## src/rtl/dino_game_ctrl.sv

```systemverilog
// dino_game_ctrl: jump FSM, obstacle lanes, LFSR spawner, collision and
// score sequencer driving the six seven-segment digits of the dino game.
module dino_game_ctrl #(
    parameter int unsigned TICK_DIV  = 12_500_000,
    parameter int unsigned AIR_TICKS = 3,
    parameter int unsigned MIN_GAP   = 2,
    parameter logic [15:0] LFSR_SEED = 16'hACE1
) (
    input  logic        CLOCK_50,
    input  logic        RESET_N,
    input  logic        jump_i,
    output logic [41:0] hex_o,
    output logic [13:0] score_o,
    output logic        running_o,
    output logic        game_over_o,
    output logic        tick_o
);

    localparam int DW = (TICK_DIV > 1) ? $clog2(TICK_DIV) : 1;
    localparam int AW = ($clog2(AIR_TICKS + 1) < 2) ? 2 : $clog2(AIR_TICKS + 1);
    localparam int GW = (MIN_GAP > 0) ? $clog2(MIN_GAP + 1) : 1;

    localparam logic [DW-1:0] DIV_MAX = DW'(TICK_DIV - 1);
    localparam logic [AW-1:0] AIR_LD  = AW'(AIR_TICKS);
    localparam logic [GW-1:0] GAP_MIN = GW'(MIN_GAP);

    localparam logic [6:0] P_BOT  = 7'b0100011;
    localparam logic [6:0] P_TOP  = 7'b0011100;
    localparam logic [6:0] CACTUS = 7'b1110111;
    localparam logic [6:0] BIRD   = 7'b1111110;
    localparam logic [6:0] OFF    = 7'h7F;

    localparam logic [1:0] L_NONE   = 2'b00;
    localparam logic [1:0] L_CACTUS = 2'b01;
    localparam logic [1:0] L_BIRD   = 2'b10;

    localparam logic [41:0] IDLE_IMG = {P_BOT, {5{OFF}}};
    localparam logic [13:0] SCORE_MAX = 14'd9999;

    typedef enum logic [1:0] {
        S_IDLE = 2'd0,
        S_RUN  = 2'd1,
        S_OVER = 2'd2
    } state_t;

    state_t          state_q, state_d;
    logic [DW-1:0]   div_q, div_d;
    logic [4:0][1:0] lane_q, lane_d;
    logic            air_q, air_d;
    logic [AW-1:0]   air_cnt_q, air_cnt_d;
    logic [GW-1:0]   gap_q, gap_d;
    logic [15:0]     lfsr_q, lfsr_d;
    logic [13:0]     score_q, score_d;
    logic [41:0]     hex_q, hex_d;

    logic            jump_meta_q, jump_sync_q, jump_prev_q;
    logic            jump_edge;
    logic            tick;
    logic            air_now;
    logic            collide;
    logic            spawn;
    logic            lfsr_fb;
    logic [1:0]      exiting;
    logic [1:0]      spawn_code;

    function automatic logic [6:0] glyph(input logic [1:0] code);
        case (code)
            L_CACTUS: glyph = CACTUS;
            L_BIRD:   glyph = BIRD;
            default:  glyph = OFF;
        endcase
    endfunction

    // Two-flop synchroniser plus a history flop for rising-edge detect.
    always_ff @(posedge CLOCK_50 or negedge RESET_N) begin
        if (!RESET_N) begin
            jump_meta_q <= 1'b0;
            jump_sync_q <= 1'b0;
            jump_prev_q <= 1'b0;
        end else begin
            jump_meta_q <= jump_i;
            jump_sync_q <= jump_meta_q;
            jump_prev_q <= jump_sync_q;
        end
    end

    assign jump_edge  = jump_sync_q & ~jump_prev_q;
    assign tick       = (state_q == S_RUN) && (div_q == DIV_MAX);
    assign air_now    = air_q | ((state_q == S_RUN) & jump_edge);
    assign exiting    = lane_q[0];
    assign collide    = tick && (((exiting == L_CACTUS) && !air_now) ||
                                 ((exiting == L_BIRD) && air_now));
    assign spawn      = (gap_q >= GAP_MIN) && lfsr_q[0];
    assign spawn_code = spawn ? (lfsr_q[1] ? L_BIRD : L_CACTUS) : L_NONE;
    assign lfsr_fb    = lfsr_q[0] ^ lfsr_q[2] ^ lfsr_q[3] ^ lfsr_q[5];

    always_ff @(posedge CLOCK_50 or negedge RESET_N) begin
        if (!RESET_N) begin
            state_q   <= S_IDLE;
            div_q     <= '0;
            lane_q    <= '0;
            air_q     <= 1'b0;
            air_cnt_q <= '0;
            gap_q     <= '0;
            lfsr_q    <= LFSR_SEED;
            score_q   <= '0;
            hex_q     <= IDLE_IMG;
        end else begin
            state_q   <= state_d;
            div_q     <= div_d;
            lane_q    <= lane_d;
            air_q     <= air_d;
            air_cnt_q <= air_cnt_d;
            gap_q     <= gap_d;
            lfsr_q    <= lfsr_d;
            score_q   <= score_d;
            hex_q     <= hex_d;
        end
    end

    always_comb begin
        state_d   = state_q;
        div_d     = div_q;
        lane_d    = lane_q;
        air_d     = air_q;
        air_cnt_d = air_cnt_q;
        gap_d     = gap_q;
        lfsr_d    = lfsr_q;
        score_d   = score_q;
        hex_d     = hex_q;

        unique case (state_q)
            S_IDLE: begin
                div_d = '0;
                hex_d = IDLE_IMG;
                if (jump_edge) begin
                    state_d   = S_RUN;
                    lane_d    = '0;
                    score_d   = '0;
                    gap_d     = '0;
                    air_d     = 1'b0;
                    air_cnt_d = '0;
                end
            end

            S_RUN: begin
                div_d = tick ? '0 : div_q + DW'(1);
                hex_d = {air_q ? P_TOP : P_BOT,
                         glyph(lane_q[0]), glyph(lane_q[1]),
                         glyph(lane_q[2]), glyph(lane_q[3]),
                         glyph(lane_q[4])};

                if (jump_edge && !air_q) begin
                    air_d     = 1'b1;
                    air_cnt_d = AIR_LD;
                end

                // A hit freezes the whole playfield as it stood on the tick.
                if (collide) begin
                    state_d   = S_OVER;
                    div_d     = '0;
                    air_d     = air_q;
                    air_cnt_d = air_cnt_q;
                end else if (tick) begin
                    lane_d = {spawn_code, lane_q[4:1]};
                    lfsr_d = {lfsr_fb, lfsr_q[15:1]};
                    if (spawn) begin
                        gap_d = '0;
                    end else if (gap_q < GAP_MIN) begin
                        gap_d = gap_q + GW'(1);
                    end
                    if ((exiting != L_NONE) && (score_q != SCORE_MAX)) begin
                        score_d = score_q + 14'd1;
                    end
                    if (air_q) begin
                        if (air_cnt_q <= AW'(1)) begin
                            air_d     = 1'b0;
                            air_cnt_d = '0;
                        end else begin
                            air_cnt_d = air_cnt_q - AW'(1);
                        end
                    end
                end
            end

            S_OVER: begin
                div_d = '0;
                if (jump_edge) begin
                    state_d = S_IDLE;
                end
            end

            default: begin
                state_d = S_IDLE;
                div_d   = '0;
            end
        endcase
    end

    assign hex_o       = hex_q;
    assign score_o     = score_q;
    assign running_o   = (state_q == S_RUN);
    assign game_over_o = (state_q == S_OVER);
    assign tick_o      = tick;

endmodule

```

## config.mk

```make
export PLATFORM = sky130hd
export DESIGN_NAME = dino_game_ctrl
export DESIGN_NICKNAME = d
export VERILOG_FILES = /design/src/rtl/dino_game_ctrl.sv
export SDC_FILE = /design/constraint.sdc
export NUM_CORES = 1
export LEC_CHECK = 0
export CORE_MARGIN = 2
export CORE_UTILIZATION = 40
export CTS_CLUSTER_SIZE = 30
export DETAILED_ROUTE_END_ITERATION = 6
export GPL_TIMING_DRIVEN = 0
export PLACE_DENSITY_LB_ADDON = 0.05
export SLEW_MARGIN = 5
export SYNTH_ARGS = -nofsm -noshare
export SYNTH_HDL_FRONTEND = slang
export SYNTH_SLANG_ARGS = --single-unit
```

## constraint.sdc

```tcl
create_clock -name CLOCK_50 -period 2.49 [get_ports CLOCK_50]
set_input_delay 0.498 -clock CLOCK_50 [delete_from_list [all_inputs] [get_ports CLOCK_50]]
set_output_delay 0.498 -clock CLOCK_50 [all_outputs]
set_load 0.005 [all_outputs]
```

==> results.cfg, run 1 <==
[status]
outcome = finished clean

[clock_tree]
cts_max_level = 3
clock-sinks = 86
clk_latency_ns = 0.36
cts_buffers = 9
tritoncts = yes
clock-root-buffer = clkbuf_8
clk_pin_slew_ns = 0.08
postCtsHoldBufs = 0
cts.path.max_buffers = 2

[setup_path]
crit_required_ns = 1.99
critPathKind = register to output port
arrival_ns = 1.87
reg2reg_from = score_o[1]
critPathMaxStageDelay_ns = 0.50
crit_fanout = 10
cp-end-kind = output port
setup.worst_path.start_class = register
reg2reg_depth = 7
reg2reg_slack_ns = 0.17
r2r_end = score_o[8]
slowest_stage = clkdlybuf4s50_1
cp_cell_sequence = inv_2, nand2_1, inv_1, buf_6, clkdlybuf4s50_1

[placement]
io_buffers = 35
dp_hpwl_um = 6660
gp_congestion = 0.784

[routing]
drt-total-wl_um = 9540
wl_per_cell_um = 14.9
drtIter0Drc = 125
ant_nets = 0
dr_total_vias = 3338
routed_via_density = 5.20
route.detailed.drc = 0
first_pass_iters = 4

[logic_synthesis]
netlist_instances = 424
ys_seq_area_frac = 0.494
postSynthAreaPerCell_um2 = 10.4
synth_seq_cells = 86
syn-cell-area_mm2 = 0.00440
yosysUniqueCellTypes = 53
synth-main-ff-cell = dfrtp_1
synthArstFlopShare = 1.00
synth_warnings = 0
synth-edff-count = 0

[layout]
area_growth_pct = 20.3
regArea_mm2 = 0.00218
nNetsFinal = 503
multi_input_area_mm2 = 0.00196
final_core_util = 0.490
antenna_cells = 0
fill_cells = 1051
drive_above_1_share = 0.203

[global_route]
track_usage = 0.175
grt_pass1_vias = 3164
antenna_found_initial = 0
grt_max_degree = 48
grt_remaining_overflow = 0
grt_pass1_wl_um = 16000

[sta]
period_share = 0.950
fmax_mhz = 423
tightest_slew_ns = 0.721
hold_viol_final = 0
setup_viol = 0
fin_skew_ns = 0.00531
fin_crit_ns = 2.37
drv_slew = 0
rsz0062_at_grt = false
relSlewSlack = 0.515

[floorplanning]
io_pins = 62
die-area_mm2 = 0.0119
die_h_um = 109
rows = 38
dieWidth_um = 109
initial_core_util = 0.408
fp.coreArea_mm2 = 0.0108

[pwr]
total_power_mw = 2.74
power_leakage_nw = 2.37
ir_drop_v = 0.000332
power.density_mw_per_mm2 = 517

[hold_path]
hp-class = input pin to async pin

[job]
cap_violations = 0
## worst max-delay path, delay by kind of cell, from the launching register on
kind | cells | cell delay (ns)
buffers and inverters | 4 | 0.93
flip-flops | 1 | 0.48
AND/OR/NAND/NOR | 1 | 0.10
## stage by stage
stage	area, um2	setup WS, ns	hold WS, ns	std cells	TNS [ns]
3_3_place_gp	5020	-2.33	0.356	623	-179.50
2_1_floorplan	4490	0.438	0.202	448	0
6_report	5290	0.125	0.126	642	0
5_1_grt	5290	0.0119	0.157	642	0
4_1_cts	5260	0.00173	0.129	640	0
3_5_place_dp	5040	-0.378	0.356	624	-0.378
## Yosys cell counts, types with 11 or more instances
library cell / number / area share
buf_4: 31 / 0.053
nor2_1: 31 / 0.026
dfrtp_1: 67 / 0.38
nand3_1: 17 / 0.019
o21ai_0: 16 / 0.018
xnor2_1: 15 / 0.030
nand2_1: 24 / 0.020
dfstp_2: 19 / 0.11
a21oi_1: 12 / 0.014
a31oi_1: 14 / 0.020
inv_1: 21 / 0.018
a41oi_1: 11 / 0.022
mux2_2: 15 / 0.038
## what timing repair did
item | 4_1_cts | 5_1_grt
buffers inserted | 1 | 2
setup endpoints to repair | 2 | 16
gates resized for setup | 12 | 12
pin swaps | 1 | 2
## sequential cells by signal, summed over array words and instances, names as in the netlist
name and cells:
gap_q 2, div_q 24, score_o 14, jump_meta_q 1
hex_o 12, air_cnt_q 2, air_q 1, jump_sync_q 1
exiting 2, jump_prev_q 1, lfsr_q 16, state_q 2
lane_q 8
## power breakdown
group,total (mW),switching [mW],internal [mW]
registers,1.55,0.0878,1.46
logic,0.249,0.119,0.129
clock network,0.941,0.479,0.462
total,2.74,0.686,2.05
## layer usage
| layer | part of all wire | vias to the layer above | global-route usage |
|---|---|---|---|
| met4 | 0.021 | 0 | 0.0815 |
| li1 | - | 1619 | - |
| met5 | 0 | - | 0 |
| met2 | 0.46 | 74 | 0.264 |
| met3 | 0.042 | 17 | 0.0287 |
| met1 | 0.48 | 1628 | 0.245 |
## kinds of logic after synthesis
| group | after synthesis | share of synthesized area |
|---|---|---|
| and+or+nand+nor | 139 | 0.174 |
| AOI/OAI and AO/OA | 81 | 0.131 |
| adders and majority gates | 3 | 0.00853 |
| muxes | 25 | 0.0620 |
| buffers and inverters | 67 | 0.0861 |
| DFF | 86 | 0.494 |
| xor gates and xnor gates | 21 | 0.0418 |
| other | 2 | 0.00171 |
## cell usage in the layout, fill, tap and decap left out, types with 9 or more instances in the layout
cell type,count
dfstp_2,19
xnor2_1,15
inv_1,20
mux2_2,15
a21oi_1,12
dfrtp_1,66
a31oi_1,14
and4_1,9
clkdlybuf4s50_1,33
conb_1,26
buf_4,34
o21ai_0,16
and3_1,10
clkbuf_8,10
a41oi_1,11
nor3_1,9
nand3_1,17
nor2_1,31
nand4_1,9
nand2_1,24
## worst max-delay path by stage
stage | slack [ns] | to | from
final | 0.12 | running_o | state_q[1]
after floorplan | 0.44 | exiting[0] | div_q[0]
after global routing | 0.01 | lane_q[5] | div_q[5]
after CTS | 0.002 | tick_o | div_q[1]
after global placement | -2.33 | lane_q[5] | RESET_N
after detailed placement | -0.38 | tick_o | state_q[1]
## area by class of cell
cell class                 instances  share of cell area
clock inverter                     4             0.00898
buffer                            45              0.0612
multi-input combinational        295               0.371
sequential                        86               0.411
tap                              140              0.0331
inverter                          21              0.0149
clock buffer                      12              0.0255
timing repair buffer              39              0.0742
(Power assumes the default switching activity.)
==> run 2: changes to the inputs <==
Settings changed: REMOVE_ABC_BUFFERS from default to 1.
==> results.cfg, run 2 (synthesis gave the netlist of run 1 again) <==
[routing]
drt-total-wl_um = 9480
ant_nets = 0
maxUsedRoutingLayer = met4
route.detailed.drc = 0
m1WireLength_um = 4630
routed_via_density = 5.27
dr_total_vias = 3190
drtIter0Drc = 125
first_pass_iters = 4
wl_per_cell_um = 15.7
dr_wl_met2_um = 4470
met3_length_um = 303

[clock_tree]
cts.path.max_buffers = 2
clk_pin_slew_ns = 0.09
clock-root-buffer = clkbuf_8
cts_buffers = 9
cts_max_level = 3
tritoncts = yes
clock-sinks = 86
clk_latency_ns = 0.35
postCtsHoldBufs = 0

[floorplanning]
rows = 38
dieWidth_um = 109
io_pins = 62
die_h_um = 109
initial_core_util = 0.408
die-area_mm2 = 0.0119
fp.coreArea_mm2 = 0.0108

[setup_path]
reg2reg_depth = 5
critPathKind = register to output port
arrival_ns = 1.88
setup.worst_path.start_class = register
crit_fanout = 21
cp-end-kind = output port
crit_required_ns = 1.99

[placement]
gp_congestion = 0.760
dp_hpwl_um = 6080
io_buffers = 35

[sta]
drv_slew = 0
relSlewSlack = 0.459
setup_tns_ns = 0
period_share = 0.957
fmax_mhz = 420
hold_viol_final = 0
fin_crit_ns = 2.38
fin_skew_ns = 0.00995
setup_viol = 0
tightest_slew_ns = 0.807

[global_route]
grt_pass1_vias = 3109
grt_pass1_wl_um = 15900
grt_remaining_overflow = 0
antenna_found_initial = 0
grt_max_degree = 45
track_usage = 0.171

[layout]
antenna_cells = 0
area_growth_pct = 17.1
largest_reg_flops = 24
nNetsFinal = 466
final_common_cell = dfrtp_1
regMostFlops = div_q
final_cell_mix = 63 x dfrtp_1, 33 x clkdlybuf4s50_1, 30 x nor2_1
final_core_util = 0.477
drive_above_1_share = 0.174

[pwr]
total_power_mw = 2.85
power.density_mw_per_mm2 = 553
power_leakage_nw = 2.25
ir_drop_v = 0.000221

[job]
cap_violations = 0

[status]
outcome = finished clean

[hold_path]
hp-class = input pin to async pin
[run 2: changes by cell type in the layout (fill, tap and decap cells not counted), moves of 3 or more]
| cell | before | now |
|---|---|---|
| buf_6 | 3 | 0 |
| clkbuf_1 | 8 | 2 |
| clkbuf_2 | 4 | 1 |
| buf_4 | 34 | 8 |
| dfrtp_1 | 66 | 63 |
| clkinvlp_4 | 1 | 4 |
[run 2: what timing repair did]
action                                  in CTS  in global routing
buffers inserted                             5                  3
resized for setup                           14                  8
pin swaps                                    2                  3
cloned                                       1                  0
endpoints found under the setup margin      73                 28
[run 2: report_power, final]
group,total [mW],internal [mW],leakage (nW),switching [mW]
Clock,1.07,0.568,0.0998,0.507
Sequential,1.56,1.46,1.09,0.0949
Combinational,0.217,0.102,1.06,0.115
Total,2.85,2.13,2.25,0.716
[run 2: worst max-delay path, cell delays in order, from the launching register on]
cell and delay, ns:
dfrtp_2 0.47, clkinvlp_4 0.15, nand2_4 0.26, clkinvlp_4 0.19, clkdlybuf4s50_1 0.46
[run 2: final cells by class]
| class | count | area [um2] |
|---|---|---|
| Clock buffer | 11 | 131 |
| Tap cell | 140 | 175 |
| Clock inverter | 5 | 83.8 |
| Sequential cell | 86 | 2180 |
| Timing Repair Buffer | 46 | 478 |
| Multi-Input combinational cell | 296 | 2010 |
| Inverter | 21 | 86.3 |
| Fill cell | 1024 | 5640 |
[run 2: final timing paths]
path | start | to | slack (ns)
max | state_q[1] | running_o | 0.11
min | RESET_N | score_o[6] | 0.14
max reg2reg | state_q[0] | exiting[1] | 0.12
min reg2reg | jump_meta_q | jump_sync_q | 0.37
max in group asynchronous | RESET_N | hex_o[36] | 1.67
min in group CLOCK_50 | jump_meta_q | jump_sync_q | 0.37
[run 2: routing by layer]
metal / vias to the layer above / global-route usage
met2: 52 / 0.271
li1: 1551 / -
met4: 0 / 0.0440
met1: 1581 / 0.238
met3: 6 / 0.0383
met5: - / 0
[run 2: through the flow]
| step | hold WS (ns) | worst slack [ns] | cell area, um2 | std cells |
|---|---|---|---|---|
| final | 0.137 | 0.108 | 5150 | 605 |
| after global routing | 0.172 | -0.0282 | 5150 | 605 |
| after CTS | 0.159 | 0.00765 | 5090 | 602 |
| after detailed placement | 0.354 | -1.04 | 4770 | 580 |
| after global placement | 0.355 | -2.30 | 4720 | 577 |
| after floorplan | 0.202 | 0.0296 | 4190 | 402 |
